$ cat config.mk
export PLATFORM = sky130hd
export DESIGN_NAME = img_bw_frame_ctrl
export DESIGN_NICKNAME = d
export VERILOG_FILES = /design/src/rtl/img_bw_pkg.sv /design/src/rtl/img_bw_skid_fifo.sv /design/src/rtl/img_bw_frame_ctrl.sv
export SDC_FILE = /design/constraint.sdc
export NUM_CORES = 1
export LEC_CHECK = 0
export CAP_MARGIN = 40
export CORE_ASPECT_RATIO = 0.9
export CORE_MARGIN = 5
export CORE_UTILIZATION = 35
export CTS_CLUSTER_DIAMETER = 30
export DETAILED_ROUTE_END_ITERATION = 8
export GPL_ROUTABILITY_DRIVEN = 1
export PLACE_DENSITY = 0.69
export SETUP_SLACK_MARGIN = 0.1
export SLEW_MARGIN = 0
export SYNTH_ARGS = -nofsm -noshare
export SYNTH_HDL_FRONTEND = slang
export SYNTH_SLANG_ARGS = --single-unit
$ cat constraint.sdc
create_clock -name clk -period 4.27 [get_ports clk]
set_input_delay 1.0675 -clock clk [delete_from_list [all_inputs] [get_ports clk]]
set_output_delay 1.0675 -clock clk [all_outputs]
set_load 0.05 [all_outputs]
$ cat src/rtl/img_bw_pkg.sv
// Shared types and default sizing for the grayscale-to-B/W frame sequencer.
// Provides: default frame geometry, derived width constants, the sequencer
// state enum, the 8-bit pixel type and the tagged output-beat payload.
package img_bw_pkg;

   localparam int unsigned W_DEF  = 256;
   localparam int unsigned H_DEF  = 256;
   localparam int unsigned ADDR_W = $clog2(W_DEF * H_DEF);
   localparam int unsigned XW     = $clog2(W_DEF);
   localparam int unsigned YW     = $clog2(H_DEF);
   localparam int unsigned PIX_W  = 8;

   typedef logic [PIX_W-1:0] pixel_t;

   typedef enum logic [1:0] {
      IDLE  = 2'd0,
      RUN   = 2'd1,
      DRAIN = 2'd2,
      DONE  = 2'd3
   } state_t;

   // One output beat: converted pixel plus frame/line markers (11 bits).
   typedef struct packed {
      pixel_t data;
      logic   sof;
      logic   eol;
      logic   eof;
   } beat_t;

endpackage

$ cat src/rtl/img_bw_skid_fifo.sv
// Two-entry output skid FIFO for tagged pixel beats.
// Ports: clk/rst (sync, active-high), clear (flush), push + wdata,
// pop, rdata (head beat, registered), valid (FIFO non-empty),
// occupancy (0..2).
// The head entry is a dedicated register so rdata never passes through a mux.
module img_bw_skid_fifo
   import img_bw_pkg::*;
(
   input  logic       clk,
   input  logic       rst,
   input  logic       clear,
   input  logic       push,
   input  beat_t      wdata,
   input  logic       pop,
   output beat_t      rdata,
   output logic       valid,
   output logic [1:0] occupancy
);

   beat_t      tail;
   logic [1:0] occ_nxt;

   // Occupancy update; overflow/underflow requests are ignored.
   always_comb begin
      occ_nxt = occupancy;
      case ({push, pop})
         2'b10:   if (occupancy != 2'd2) occ_nxt = occupancy + 2'd1;
         2'b01:   if (occupancy != 2'd0) occ_nxt = occupancy - 2'd1;
         default: occ_nxt = occupancy;
      endcase
   end

   // Head/tail storage: on pop the tail (or the incoming beat) moves to head.
   always_ff @(posedge clk) begin
      if (rst) begin
         occupancy <= 2'd0;
         valid     <= 1'b0;
         rdata     <= '0;
         tail      <= '0;
      end else if (clear) begin
         occupancy <= 2'd0;
         valid     <= 1'b0;
      end else begin
         occupancy <= occ_nxt;
         valid     <= (occ_nxt != 2'd0);
         if (pop) begin
            rdata <= (occupancy == 2'd2) ? tail : wdata;
            if (push && occupancy == 2'd2) tail <= wdata;
         end else if (push) begin
            if (occupancy == 2'd0)      rdata <= wdata;
            else if (occupancy == 2'd1) tail  <= wdata;
         end
      end
   end

endmodule

$ cat src/rtl/img_bw_frame_ctrl.sv
// Frame sequencer for the grayscale-to-black/white converter.
// Scans a W x H frame buffer in raster order through a 1-cycle-latency read
// port, feeds each pixel to the combinational converter, and streams the
// converted pixels out on valid/ready with sof/eol/eof markers.
// Ports: clk, rst (sync, active-high); start/abort pulses; thr_in threshold
// (latched per frame onto conv_thr); busy/done status; mem_rd_en/mem_addr/
// mem_rdata RAM port; conv_pixel/conv_thr/conv_bw converter hookup;
// out_data/out_sof/out_eol/out_eof/out_valid/out_ready output stream.
module img_bw_frame_ctrl
   import img_bw_pkg::*;
#(
   parameter int unsigned W     = W_DEF,
   parameter int unsigned H     = H_DEF,
   parameter int unsigned DEPTH = 2
) (
   input  logic                    clk,
   input  logic                    rst,
   input  logic                    start,
   input  logic                    abort,
   input  logic [7:0]              thr_in,
   output logic                    busy,
   output logic                    done,
   output logic                    mem_rd_en,
   output logic [$clog2(W*H)-1:0]  mem_addr,
   input  logic [7:0]              mem_rdata,
   output logic [7:0]              conv_pixel,
   output logic [7:0]              conv_thr,
   input  logic [7:0]              conv_bw,
   output logic [7:0]              out_data,
   output logic                    out_sof,
   output logic                    out_eol,
   output logic                    out_eof,
   output logic                    out_valid,
   input  logic                    out_ready
);

   localparam int unsigned FR_AW = $clog2(W * H);
   localparam int unsigned FR_XW = $clog2(W);
   localparam int unsigned FR_YW = $clog2(H);

   state_t           state, next_state;
   logic             inflight;
   logic [FR_XW-1:0] x;
   logic [FR_YW-1:0] y;
   logic             abort_act;
   logic             pop;
   logic             push;
   logic [1:0]       occ;
   beat_t            push_beat;
   beat_t            head;

   assign conv_pixel = mem_rdata;
   assign pop        = out_valid && out_ready;
   // RAM data returning in the abort cycle belongs to the cancelled frame.
   assign push       = inflight && !abort_act;

   assign out_data = head.data;
   assign out_sof  = head.sof;
   assign out_eol  = head.eol;
   assign out_eof  = head.eof;

   // State register.
   always_ff @(posedge clk) begin
      if (rst) state <= IDLE;
      else     state <= next_state;
   end

   // Next state and read issue. mem_rd_en must see this cycle's pop to keep
   // one pixel per cycle, so it is decoded combinationally from registered
   // state and out_ready.
   always_comb begin
      next_state = state;
      mem_rd_en  = 1'b0;
      abort_act  = 1'b0;
      unique case (state)
         IDLE: begin
            if (start && !abort) next_state = RUN;
         end
         RUN: begin
            if (abort) begin
               abort_act  = 1'b1;
               next_state = IDLE;
            end else begin
               // Issue only while FIFO entries + read in flight leave room.
               mem_rd_en = ({1'b0, occ} + 3'(inflight)) < (3'(DEPTH) + 3'(pop));
               if (mem_rd_en && mem_addr == FR_AW'(W * H - 1)) next_state = DRAIN;
            end
         end
         DRAIN: begin
            if (abort) begin
               abort_act  = 1'b1;
               next_state = IDLE;
            end else if (pop && head.eof) begin
               next_state = DONE;
            end
         end
         DONE: next_state = IDLE;
         default: next_state = IDLE;
      endcase
   end

   // Tags come from the x/y counter that trails the read address by a cycle.
   always_comb begin
      push_beat      = '0;
      push_beat.data = conv_bw;
      push_beat.sof  = (x == '0) && (y == '0);
      push_beat.eol  = (x == FR_XW'(W - 1));
      push_beat.eof  = (x == FR_XW'(W - 1)) && (y == FR_YW'(H - 1));
   end

   // Status, address, threshold and raster counters.
   always_ff @(posedge clk) begin
      if (rst) begin
         busy     <= 1'b0;
         done     <= 1'b0;
         mem_addr <= '0;
         conv_thr <= '0;
         inflight <= 1'b0;
         x        <= '0;
         y        <= '0;
      end else begin
         busy     <= (next_state == RUN) || (next_state == DRAIN);
         done     <= (next_state == DONE);
         inflight <= mem_rd_en;
         if (state == IDLE && next_state == RUN) begin
            conv_thr <= thr_in;
            mem_addr <= '0;
            x        <= '0;
            y        <= '0;
         end else if (abort_act) begin
            mem_addr <= '0;
            x        <= '0;
            y        <= '0;
         end else begin
            if (mem_rd_en) mem_addr <= mem_addr + FR_AW'(1);
            if (push) begin
               if (x == FR_XW'(W - 1)) begin
                  x <= '0;
                  y <= (y == FR_YW'(H - 1)) ? '0 : y + FR_YW'(1);
               end else begin
                  x <= x + FR_XW'(1);
               end
            end
         end
      end
   end

   img_bw_skid_fifo u_fifo (
      .clk       (clk),
      .rst       (rst),
      .clear     (abort_act),
      .push      (push),
      .wdata     (push_beat),
      .pop       (pop),
      .rdata     (head),
      .valid     (out_valid),
      .occupancy (occ)
   );

endmodule

Word-level counts from Yosys, hierarchy flattened
Cells that the tools add are included.

Bits in registers: 70. Logic and storage cells: 94. Input bits: 29.

Equality and inequality tests: 16. Muxes and demuxes: 24. Bitwise logic cells: 1. Reductions and logical operators: 27. $lt $le $gt $ge: 1. $add $sub $neg: 7.

Operator list (count): $mux W11 (9); $add A16 B1 Y16 const B (1); $add A8 B1 Y8 const B (2); $eq A16 B16 Y1 const B (1); $eq A8 B8 Y1 const B (2); $logic_not A8 Y1 (2); $mux W8 (2); $mux W2 (7); $eq A2 B2 Y1 const B (6); $reduce_bool A2 Y1 (5); $logic_and A1 B1 Y1 (9); $eq A2 B1 Y1 const B (4); $pmux W2 S4 (1); $reduce_and A5 Y1 (1); $logic_not A2 Y1 (2); $mux W1 (4); $ne A2 B2 Y1 const B (2); $pmux W2 S2 (1); $reduce_or A2 Y1 (2); $add A2 B1 Y3 (1); $add A2 B1 Y3 const A (1); $lt A3 B3 Y1 (1); $reduce_and A3 Y1 (1); $reduce_or A3 Y1 (1); other kinds (7) (8).

Depth between registers and ports, before layout
Gate-level depths: netlist of run 1.

Word-level depth: 10. Mapped depth: 12. Mapped depth without buffers: 11.

Modules after synthesis
From an unflattened synthesis of run 1, not the netlist that was laid out.

Cell total of the unflattened synthesis: 422. Area, all modules: 3608.5 um^2.

By module, submodules not included: img_bw_frame_ctrl (area an instance 2354.8 um^2, cells each 283, times used 1); img_bw_skid_fifo (area an instance 1253.7 um^2, cells each 139, times used 1).

Worst setup path after synthesis of run 1
Ideal clock, no wire load.

Kind: in2out. Start: input port abort. End: output port mem_rd_en. Arrival: 2.221 ns. Cell stages on the path: 3. Setup slack: 0.981 ns. Cell sequence: buf_2 > nand2b_1 > a211oi_2.

Word-level cells in the longest chain between the ends: 2.

Ends and longest elaborated chain: from (decl) (RTL line img_bw_frame_ctrl.sv:19) `input logic abort,`; $mux W1 (RTL line img_bw_frame_ctrl.sv:80) `if (abort) begin`; $mux W1 (RTL line img_bw_frame_ctrl.sv:75) `unique case (state)`; to (decl) (RTL line img_bw_frame_ctrl.sv:23) `output logic mem_rd_en,`.

No other way between the ends.

Final worst setup path of run 1
Start: input port out_ready. End: register x[1].

Word-level cells in the longest chain between the ends: 10.

Ends and longest elaborated chain: from (decl) (RTL line img_bw_frame_ctrl.sv:34) `input logic out_ready`; $logic_and A1 B1 Y1 (*) (RTL line img_bw_frame_ctrl.sv:53) `assign pop = out_valid && out_ready;`; $add A2 B1 Y3 (RTL line img_bw_frame_ctrl.sv:85) `mem_rd_en = ({1'b0, occ} + 3'(inflight)) < (3'(DEPTH) + 3'(pop));`; $lt A3 B3 Y1 (RTL line img_bw_frame_ctrl.sv:85); $logic_and A1 B1 Y1 (RTL line img_bw_frame_ctrl.sv:86) `if (mem_rd_en && mem_addr == FR_AW'(W * H - 1)) next_state = DRAIN;`; $mux W2 (RTL line img_bw_frame_ctrl.sv:86); $mux W2 (RTL line img_bw_frame_ctrl.sv:80); $pmux W2 S4 (*) (RTL line img_bw_frame_ctrl.sv:75); named net next_state[0] (RTL line img_bw_frame_ctrl.sv:41) `state_t state, next_state;`; $eq A2 B1 Y1 (*) (RTL line img_bw_frame_ctrl.sv:125) `if (state == IDLE && next_state == RUN) begin`; $logic_and A1 B1 Y1 (*) (RTL line img_bw_frame_ctrl.sv:125); $reduce_or A3 Y1 (no line) (*); to (signal assigned) (RTL line img_bw_frame_ctrl.sv:141) `x <= x + FR_XW'(1);`; to (decl) (RTL line img_bw_frame_ctrl.sv:43) `logic [FR_XW-1:0] x;`.

Mark *: on every way through the listed nets, which the timed path passes. The rest lies on a longest branch. A chain may end at the register's enable or synchronous reset.

==> results of run 1 <==
## worst max-delay path, stage by stage
cell             delay, ns
clkdlybuf4s50_1       0.58
nand3b_4              0.16
a2111oi_0             0.42
nand4_1               0.27
a31o_2                0.33
ha_1                  0.31
nand2_1               0.15
and2_0                0.27
nand2_1               0.24
a21oi_1               0.18
## kinds of logic after synthesis
kind of cell	synth area share [%]
adder cells (fa/ha/maj)	7.733
AND/OR/NAND/NOR	24.85
AO/OA/AOI/OAI	18.21
buffers and inverters	6.326
flip-flops	39.37
multiplexers	0.5624
XOR/XNOR	2.953
## metrics by stage
stage | area, sq um | util, % | hold slack, ns
after floorplan | 3560 | - | 0.4468
after global placement | 4202 | 41.71 | 0.4505
after detailed placement | 4202 | 41.71 | 0.4512
after CTS | 4526 | 44.93 | 0.4613
after global routing | 4526 | 44.93 | 0.4837
final | 4526 | 44.93 | 0.4600
## Yosys cell counts (3+ instances only)
cell	number
or3_1	7
or4_1	6
o31ai_1	5
a211oi_1	3
o21ai_0	25
o22ai_1	3
xor2_1	5
nand2_1	58
nand4_1	10
nor2_1	28
clkbuf_1	18
inv_1	16
and4_1	3
dfxtp_1	70
a31oi_1	3
o21a_1	3
a311oi_1	8
nand2b_1	3
ha_1	22
xnor2_1	7
and3_1	10
buf_4	9
nand3_1	31
a21oi_1	41
and2_1	5
a2111oi_0	5
buf_2	3
## state kept, by name, summed over array words and instances (netlist names)
| signal | flops |
|---|---|
| u_fifo.rdata | 11 |
| mem_addr | 16 |
| done | 1 |
| inflight | 1 |
| x | 8 |
| state | 2 |
| conv_thr | 8 |
| u_fifo.occupancy | 2 |
| u_fifo.tail | 11 |
| busy | 1 |
| y | 8 |
| u_fifo.valid | 1 |
## routing by layer
layer,part of all wire (%),GRT usage (%)
met1,48,20.21
met2,46,22.22
met5,0,0
met4,1.2,4.722
met3,5.6,4.076
## power by group through the flow
| stage | logic, mW | clock network (mW) | registers (mW) |
|---|---|---|---|
| 2_1_floorplan | 0.136 | 0 | 0.795 |
| 3_3_place_gp | 0.294 | 0 | 0.717 |
| 3_5_place_dp | 0.300 | 0 | 0.718 |
| 4_1_cts | 0.301 | 0.825 | 0.704 |
| 5_1_grt | 0.322 | 0.859 | 0.707 |
| 6_report | 0.298 | 0.810 | 0.704 |
## final cells by class
type,count,area [sq um],share of cell area (%)
inverter,16,60.06,1.327
multi-input combinational,316,1933,42.71
clock inverter,5,81.33,1.797
timing repair buffer,65,645.6,14.27
tap,129,161.4,3.566
sequential,70,1401,30.96
clock buffer,11,242.7,5.364
## final timing paths
| check | end | slack (ns) | depth (start not counted) | from |
|---|---|---|---|---|
| setup reg to reg | x[1]$_SDFFE_PP0P_ | 1.10 | 10 | u_fifo.occupancy[0]$_SDFF_PP0_ |
| setup / recovery | x[1]$_SDFFE_PP0P_ | 0.55 | 10 | out_ready |
| hold reg to reg | conv_thr[6]$_SDFFE_PP0P_ | 0.46 | 2 | conv_thr[6]$_SDFFE_PP0P_ |
| hold / removal | conv_thr[6]$_SDFFE_PP0P_ | 0.46 | 2 | conv_thr[6]$_SDFFE_PP0P_ |
==> results.json, run 1 <==
{
  "grt.total_usage_pct": 14.73,
  "intPower_mw": 1.317,
  "netlist_area_sq_um": 3560,
  "ir_drop_uv": 282.4,
  "post-route-period-util_pct": 87.16,
  "grt_pass1_vias": 3099,
  "endpoint_kind": "flop",
  "worstSkewPairLatency_ns": 0.32,
  "ant_nets": 0,
  "syn-num-nets": 485,
  "cp.arrival_ns": 3.97,
  "cts_tree": "done",
  "combPwrFrac_pct": 16.5,
  "synth_edf_count": 0,
  "grt-ovfl-total": 0,
  "place_inst": 596,
  "num_vias": 3227,
  "die_height_um": 105.7,
  "cts_resized": 0,
  "cts_inserted_buffers": 9,
  "clock-sinks": 70,
  "layout.cells.non_filler": 612,
  "setup_ws_ns": 0.5482,
  "place_hpwl_mm": 6.355,
  "yosysSeqAreaShare_pct": 39.37,
  "ys_ff_latch": 70,
  "path_class": "in -> reg",
  "synth_area_leader_cell": "dfxtp_1",
  "ctsHtreeMaxLevel": 3,
  "finalNetCount": 529,
  "synth_area_leaders": "dfxtp_1 39%, ha_1 7.7%, nand2_1 6.1%",
  "switching_share_pct": 27.33,
  "p_leak_nw": 1.579,
  "syn_area_per_cell_sq_um": 8.202,
  "clk_pin_slew_worst_paths_ns": 0.06,
  "skew_ns": 0.005092,
  "antenna_found_initial": 0,
  "port_buffers": 59,
  "avgViaCountPerCell": 5.273,
  "fmax_ghz": 0.2687,
  "drive_above_1_share_pct": 5.590,
  "slew_headroom_pct": 52.56,
  "ioPinCount": 76,
  "fp.dieW_um": 116.3,
  "synth_top_area_share_pct": 39.37,
  "worstPathRequired_ns": 4.52,
  "p_sw_mw": 0.4952,
  "grt_max_degree": 34,
  "clk_path_buf_depth": 2,
  "fillers": 986,
  "drv_slew": 0,
  "rsz0062_at_grt": "false",
  "ys_warn_count": 0,
  "layout_common_cells": "70 x dfxtp_1, 58 x nand2_1, 58 x clkdlybuf4s50_1, 41 x a21oi_1, 31 x nand3_1",
  "final_common_cell": "dfxtp_1",
  "start_kind": "input pin",
  "areaGrowthSynthToFinish_pct": 27.14,
  "die_area_sq_um": 12290,
  "fp.coreArea_sq_um": 10070,
  "synthCells": 434,
  "drt_iter0_drc": 279,
  "dpl_worst_slack_ns": 0.1951,
  "cap_violations": 0,
  "setup_viol": 0,
  "finalPower_mw": 1.812,
  "powerDensity_nw_per_um2": 400.4,
  "cp_max_fo": 9,
  "place_congestion": 0.8173,
  "synth_cell_types": 47,
  "dr.pass1.iters": 4,
  "cts_setup_buffers": 0,
  "totalWireLength_mm": 8.646,
  "root_buffer": "clkbuf_16",
  "synth_flop_cell": "dfxtp_1",
  "row_count": 35,
  "fin_setup_tns_ns": 0,
  "initial_utilization_pct": 35.34,
  "period_minus_slack_ns": 3.722,
  "wl_per_cell_um": 14.13,
  "outcome": "finished clean",
  "drc": 0,
  "worst_pin_slew_ns": 0.7116,
  "hold_viol": 0,
  "grt_pass1_wl_mm": 14.84,
  "async_flop_share_pct": 0,
  "clkPwrFrac_pct": 44.7,
  "ctsHoldBuffers": 0,
  "antennaDiodeCount": 0,
  "pwr-share-seq_pct": 38.8,
  "hp-class": "reg -> reg"
}
Power figures use the tool's default switching activity.
==> run 2, diff against run 1 <==
DONT_BUFFER_PORTS = 1   (was unset)
PLACE_DENSITY = 0.59   (was 0.69)
SKIP_LAST_GASP = 1   (was unset)
SYNTH_HIERARCHICAL = 1   (was unset)
==> run 2 against run 1 <==
Global-route usage down 1.2 points. Core utilization down 5.4 points. Power down 3.2%. Setup slack better by 0.25 ns. Synthesized cell count down 2.8%. Register-to-register slack worse by 0.30 ns. First-iteration DRC count down 59%.
==> results.json, run 2 <==
{
  "outcome": "finished clean",
  "path_cells": "nand4_1, nor4_1, nand3_1, and2_1, ha_1, a221oi_1, o21ai_0, a21oi_1",
  "powerDensity_nw_per_um2": 436.1,
  "synth_flop_cell": "dfxtp_1",
  "r2r_slack_ns": 0.80,
  "route.met3.wl_um": 634,
  "drt_iter0_drc": 114,
  "cts_tree": "done",
  "fin_setup_tns_ns": 0,
  "slowest_stage": "dfxtp_1",
  "rsz0062_at_grt": "false",
  "critPathLaunch": "mem_addr[6]$_SDFFE_PP0P_",
  "place_congestion": 0.8216,
  "synth_area_leader_cell": "dfxtp_1",
  "finalNetCount": 468,
  "crit_path_max_incr_delay_ns": 0.70,
  "ant_nets": 0,
  "hp-class": "reg -> reg",
  "synth_cell_types": 45,
  "wl_per_cell_um": 14.73,
  "syn-num-nets": 472,
  "skew_ns": 0.006161,
  "cts_setup_buffers": 0,
  "grt-ovfl-total": 0,
  "ioPinCount": 76,
  "totalWireLength_mm": 8.130,
  "place_hpwl_mm": 5.629,
  "synth_top_area_share_pct": 38.83,
  "grt_max_degree": 50,
  "endpoint_kind": "flop",
  "period_minus_slack_ns": 3.469,
  "fmax_ghz": 0.2883,
  "grt_pass1_vias": 2891,
  "wl_met2_mm": 3.677,
  "die_height_um": 106.3,
  "synthCells": 422,
  "setup_viol": 0,
  "cp.arrival_ns": 3.72,
  "cp_max_fo": 10,
  "grt.total_usage_pct": 13.58,
  "place_inst": 536,
  "reg2regPathDepth": 8,
  "port_buffers": 0,
  "netlist_area_sq_um": 3608,
  "ir_drop_uv": 287.6,
  "syn_area_per_cell_sq_um": 8.551,
  "p_leak_nw": 1.417,
  "drc": 0,
  "areaGrowthSynthToFinish_pct": 11.41,
  "wl_met1_mm": 3.719,
  "hold_viol": 0,
  "root_buffer": "clkbuf_16",
  "async_flop_share_pct": 0,
  "yosysSeqAreaShare_pct": 38.83,
  "clk_path_buf_depth": 2,
  "path_class": "reg -> reg",
  "row_count": 35,
  "seq_area_sq_um": 1401,
  "initial_utilization_pct": 35.52,
  "finalPower_mw": 1.753,
  "final_common_cell": "dfxtp_1",
  "post-route-period-util_pct": 81.23,
  "antennaDiodeCount": 0,
  "path_depth": 8,
  "cp_num_buf_inv": 0,
  "worst_pin_slew_ns": 0.6658,
  "dr.pass1.iters": 4,
  "largest_register": "mem_addr",
  "final_util_pct": 39.57,
  "clock-sinks": 70,
  "drive_above_1_share_pct": 8.274,
  "die_area_sq_um": 12440,
  "antenna_found_initial": 0,
  "ctsHoldBuffers": 0,
  "path_delay_family": "simple AND/OR/NAND/NOR gates",
  "slew_headroom_pct": 55.62,
  "top_regs": "mem_addr: 16 flops, u_fifo/rdata: 11 flops, u_fifo/tail: 11 flops",
  "avgViaCountPerCell": 5.159,
  "ys_ff_latch": 70,
  "worstPathRequired_ns": 4.52,
  "synth_area_leaders": "dfxtp_1 39%, ha_1 7.3%, a21oi_1 5.4%",
  "num_vias": 2848,
  "fillers": 1044,
  "crit_end": "y[5]$_SDFFE_PP0P_",
  "synthTopCellsByCount": "70 x dfxtp_1, 52 x nand2_1, 39 x a21oi_1",
  "timing.rr.start": "mem_addr[6]$_SDFFE_PP0P_",
  "fin_worst_hold_slack_ns": 0.4738,
  "layout.cells.non_filler": 552,
  "grt_pass1_wl_mm": 13.72,
  "largest_reg_flops": 16,
  "worstSkewPairLatency_ns": 0.33,
  "cts_resized": 0,
  "ctsHtreeMaxLevel": 3,
  "fp.dieW_um": 117.0,
  "cap_violations": 0,
  "multi_input_area_sq_um": 1994,
  "ys_warn_count": 6,
  "synth_edf_count": 0,
  "yosysMostFrequentCell": "dfxtp_1",
  "rr_endpoint": "y[5]$_SDFFE_PP0P_",
  "start_kind": "flop",
  "fp.coreArea_sq_um": 10160,
  "layout_common_cells": "70 x dfxtp_1, 52 x nand2_1, 39 x a21oi_1, 28 x nand2b_1, 26 x nand3_1",
  "top_layer": "met4",
  "clk_pin_slew_worst_paths_ns": 0.05,
  "cts_inserted_buffers": 9,
  "drv_slew": 0
}
run 2: changes by cell type after synthesis, sizes merged, moves of 6 or more:
cell / delta
nand2b: +25
mux2i: +15
o21ai: -14
and3: -8
nor2: -8
clkbuf: -7
nand2: -6
run 2: how the worst min path moves through the flow:
stage,to,start,cells past startpoint
2_1_floorplan,u_fifo/tail[10]$_SDFFE_PP0P_,u_fifo/tail[10]$_SDFFE_PP0P_,2
3_3_place_gp,u_fifo/tail[8]$_SDFFE_PP0P_,u_fifo/tail[8]$_SDFFE_PP0P_,2
3_5_place_dp,u_fifo/tail[5]$_SDFFE_PP0P_,u_fifo/tail[5]$_SDFFE_PP0P_,2
4_1_cts,u_fifo/tail[5]$_SDFFE_PP0P_,u_fifo/tail[5]$_SDFFE_PP0P_,2
5_1_grt,u_fifo/tail[1]$_SDFFE_PP0P_,u_fifo/tail[1]$_SDFFE_PP0P_,2
6_report,u_fifo/tail[1]$_SDFFE_PP0P_,u_fifo/tail[1]$_SDFFE_PP0P_,2
run 2: layout make-up:
type	count	area share [%]
Multi-Input combinational cell	309	49.61
Sequential cell	70	34.86
Clock buffer	12	6.131
Tap cell	129	4.015
Timing Repair Buffer	11	2.054
Clock inverter	4	1.743
Inverter	17	1.587
run 2: per-stage QoR:
step,setup WS [ns],instance area (sq um)
floorplan,0.5730,3608
global placement,0.7590,3704
detailed placement,0.7006,3704
CTS,0.7495,4020
global route,0.5139,4020
finish,0.8013,4020
run 2: where the power goes:
| group | total [mW] | internal (mW) | switching, mW |
|---|---|---|---|
| Combinational | 0.173 | 0.0604 | 0.113 |
| Clock | 0.800 | 0.525 | 0.274 |
| Sequential | 0.780 | 0.682 | 0.0976 |
run 2: routing by layer:
metal  vias to the layer above  track usage (%)
met2                        59            20.92
met5                         -                0
met1                      1308            17.22
met3                         9            5.805
li1                       1472                -
met4                         0            3.931
run 2: tightest hold or removal path, stage by stage (launching register included):
cell and delay, ns:
dfxtp_1 0.31, nand2b_1 0.06, mux2i_1 0.05
run 2: kinds of logic (layout without fill, tap and decap cells):
| logic type | count (synthesis) | after routing | share of synthesized area [%] |
|---|---|---|---|
| buffers and inverters | 43 | 44 | 5.894 |
| XOR/XNOR | 10 | 10 | 2.427 |
| multiplexers | 17 | 17 | 4.716 |
| flip-flops | 70 | 70 | 38.83 |
| adder cells (fa/ha/maj) | 21 | 21 | 7.281 |
| AO/OA/AOI/OAI | 81 | 81 | 14.49 |
| AND/OR/NAND/NOR | 180 | 180 | 26.35 |
==> run 3, diff against run 2 <==
clock period = 3.4 ns   (was 4.27 ns; I/O delays follow)
==> run 3 against run 2 <==
Sequential share of layout area down 0.93 points. Register-to-register slack worse by 0.44 ns. Power up 21%. Sequential cell count unchanged. Cell area up 2.7%. Combinational power up 40%. Clock skew down 0.00064 ns. Worst hold slack worse by 0.0015 ns. Core utilization up 1.1 points. Cell count up 3.3%. Critical path type unchanged. Largest cell class unchanged. Largest power group is now sequential cells.
==> results.json, run 3 (synthesized netlist as in run 2, its figures left out) <==
{
  "intPower_mw": 1.511,
  "rsz0062_at_grt": "false",
  "layout.cells.non_filler": 570,
  "num_vias": 3007,
  "drv_slew": 0,
  "start_kind": "flop",
  "root_buffer": "clkbuf_16",
  "grt_pass1_wl_mm": 14.48,
  "critPathLaunch": "inflight$_SDFF_PP0_",
  "endpoint_kind": "flop",
  "row_count": 35,
  "ir_drop_uv": 390.2,
  "top_regs": "mem_addr: 16 flops, u_fifo/rdata: 11 flops, u_fifo/tail: 11 flops",
  "clk_path_buf_depth": 2,
  "wl_per_cell_um": 14.91,
  "worstSkewPairLatency_ns": 0.33,
  "grt-ovfl-total": 0,
  "antenna_found_initial": 0,
  "layout_common_cells": "70 x dfxtp_1, 52 x nand2_1, 39 x a21oi_1, 29 x buf_4, 28 x nand2b_1",
  "path_depth": 12,
  "cp_common_cell": "ha_1",
  "antennaDiodeCount": 0,
  "combPwrFrac_pct": 11.4,
  "largest_reg_flops": 16,
  "drive_above_1_share_pct": 11.79,
  "reg2regPathDepth": 12,
  "path_delay_family": "compound AO/OA/AOI/OAI gates",
  "cts_tree": "done",
  "pwr-share-seq_pct": 45.7,
  "clock-sinks": 70,
  "cp.arrival_ns": 3.31,
  "hp-class": "reg -> reg",
  "switching_share_pct": 28.93,
  "fp.dieW_um": 117.0,
  "r2r_slack_ns": 0.37,
  "final_common_cell": "dfxtp_1",
  "slew_headroom_pct": 63.07,
  "powerDensity_nw_per_um2": 514.8,
  "grt.total_usage_pct": 14.48,
  "top_layer": "met4",
  "crit_end": "mem_addr[2]$_SDFFE_PP0P_",
  "grt_max_degree": 50,
  "cp_max_fo": 11,
  "largest_register": "mem_addr",
  "drc": 0,
  "die_height_um": 106.3,
  "die_area_sq_um": 12440,
  "worstPathRequired_ns": 3.68,
  "drt_iter0_drc": 145,
  "skew_ns": 0.005525,
  "fp.coreArea_sq_um": 10160,
  "final_util_pct": 40.65,
  "cts_inserted_buffers": 9,
  "fmax_ghz": 0.3296,
  "wl_met1_mm": 3.916,
  "totalWireLength_mm": 8.496,
  "hold_viol": 0,
  "worst_pin_slew_ns": 0.5540,
  "crit_path_max_incr_delay_ns": 0.50,
  "place_hpwl_mm": 6.029,
  "place_congestion": 0.7952,
  "route.met3.wl_um": 616,
  "rr_endpoint": "mem_addr[2]$_SDFFE_PP0P_",
  "wl_met2_mm": 3.819,
  "post-route-period-util_pct": 89.23,
  "clkPwrFrac_pct": 42.9,
  "initial_utilization_pct": 35.52,
  "areaGrowthSynthToFinish_pct": 14.46,
  "path_cells": "ha_1, nand3b_1, a211o_1, inv_8, nand3_1, and2_1, ha_1, a221oi_1, buf_4, nand2_1, a21oi_1, a31o_2",
  "timing.rr.start": "inflight$_SDFF_PP0_",
  "grt_pass1_vias": 3059,
  "ioPinCount": 76,
  "port_buffers": 0,
  "dr.pass1.iters": 5,
  "slowest_stage": "a221oi_1",
  "cap_violations": 0,
  "place_inst": 554,
  "avgViaCountPerCell": 5.275,
  "period_minus_slack_ns": 3.034,
  "outcome": "finished clean",
  "p_leak_nw": 1.490,
  "ctsHtreeMaxLevel": 3,
  "cp_num_buf_inv": 2,
  "ant_nets": 0,
  "clk_pin_slew_worst_paths_ns": 0.06,
  "path_class": "reg -> reg",
  "finalNetCount": 486,
  "fin_setup_tns_ns": 0,
  "setup_viol": 0,
  "p_sw_mw": 0.6151
}
run 3: cell types whose count changed in the layout (fill, tap and decap cells not counted), sizes merged:
cell and delta:
clkinvlp +1, bufinv -1, buf +18
run 3: metrics by stage:
stage                     power (mW)  hold slack [ns]  setup slack (ns)  cell area, sq um
after floorplan                1.193           0.4489            0.1186              3617
after global routing           2.225           0.4976            0.1147              4130
after global placement         1.228           0.4573            0.3716              3846
after detailed placement       1.235           0.4620            0.2557              3846
after CTS                      2.157           0.4772            0.3697              4130
final                          2.126           0.4723            0.3662              4130
run 3: cell type report:
| type | count | area [sq um] |
|---|---|---|
| inverter | 17 | 71.32 |
| tap | 129 | 161.4 |
| sequential | 70 | 1401 |
| fill | 1021 | 6030 |
| clock inverter | 4 | 47.55 |
| clock buffer | 12 | 236.5 |
| multi-input combinational | 309 | 1994 |
| timing repair buffer | 29 | 217.7 |
run 3: per-layer routing:
layer | up-vias | track usage (%)
li1 | 1512 | -
met3 | 14 | 6.204
met5 | - | 0
met1 | 1404 | 18.00
met4 | 0 | 4.832
met2 | 77 | 22.38
run 3: worst min-delay path by stage:
stage | startpoint | to | cells past startpoint
detailed placement | u_fifo/tail[8]$_SDFFE_PP0P_ | u_fifo/tail[8]$_SDFFE_PP0P_ | 2
floorplan | u_fifo/tail[10]$_SDFFE_PP0P_ | u_fifo/tail[10]$_SDFFE_PP0P_ | 2
CTS | u_fifo/tail[6]$_SDFFE_PP0P_ | u_fifo/tail[6]$_SDFFE_PP0P_ | 2
global placement | u_fifo/tail[9]$_SDFFE_PP0P_ | u_fifo/tail[9]$_SDFFE_PP0P_ | 2
global route | u_fifo/tail[10]$_SDFFE_PP0P_ | u_fifo/tail[10]$_SDFFE_PP0P_ | 2
finish | u_fifo/tail[0]$_SDFFE_PP0P_ | u_fifo/tail[0]$_SDFFE_PP0P_ | 2
run 3: worst register-to-register path: stages (launching register included):
cell	delay (ns)
dfxtp_1	0.41
ha_1	0.25
nand3b_1	0.24
a211o_1	0.42
inv_8	0.07
nand3_1	0.10
and2_1	0.20
ha_1	0.22
a221oi_1	0.50
buf_4	0.28
nand2_1	0.07
a21oi_1	0.12
a31o_2	0.11
run 3: power groups by stage:
stage / Clock, mW / Combinational (mW) / Sequential, mW
global placement: 0 / 0.237 / 0.991
floorplan: 0 / 0.191 / 1.00
finish: 0.912 / 0.243 / 0.972
global route: 0.977 / 0.272 / 0.976
detailed placement: 0 / 0.244 / 0.991
CTS: 0.938 / 0.245 / 0.973
run 3: repair_timing:
item                                    in CTS  in global routing
resized for setup                            0                  1
endpoints found under the setup margin       0                  1
buffers inserted                             0                  0
hold buffers                                 0                  0
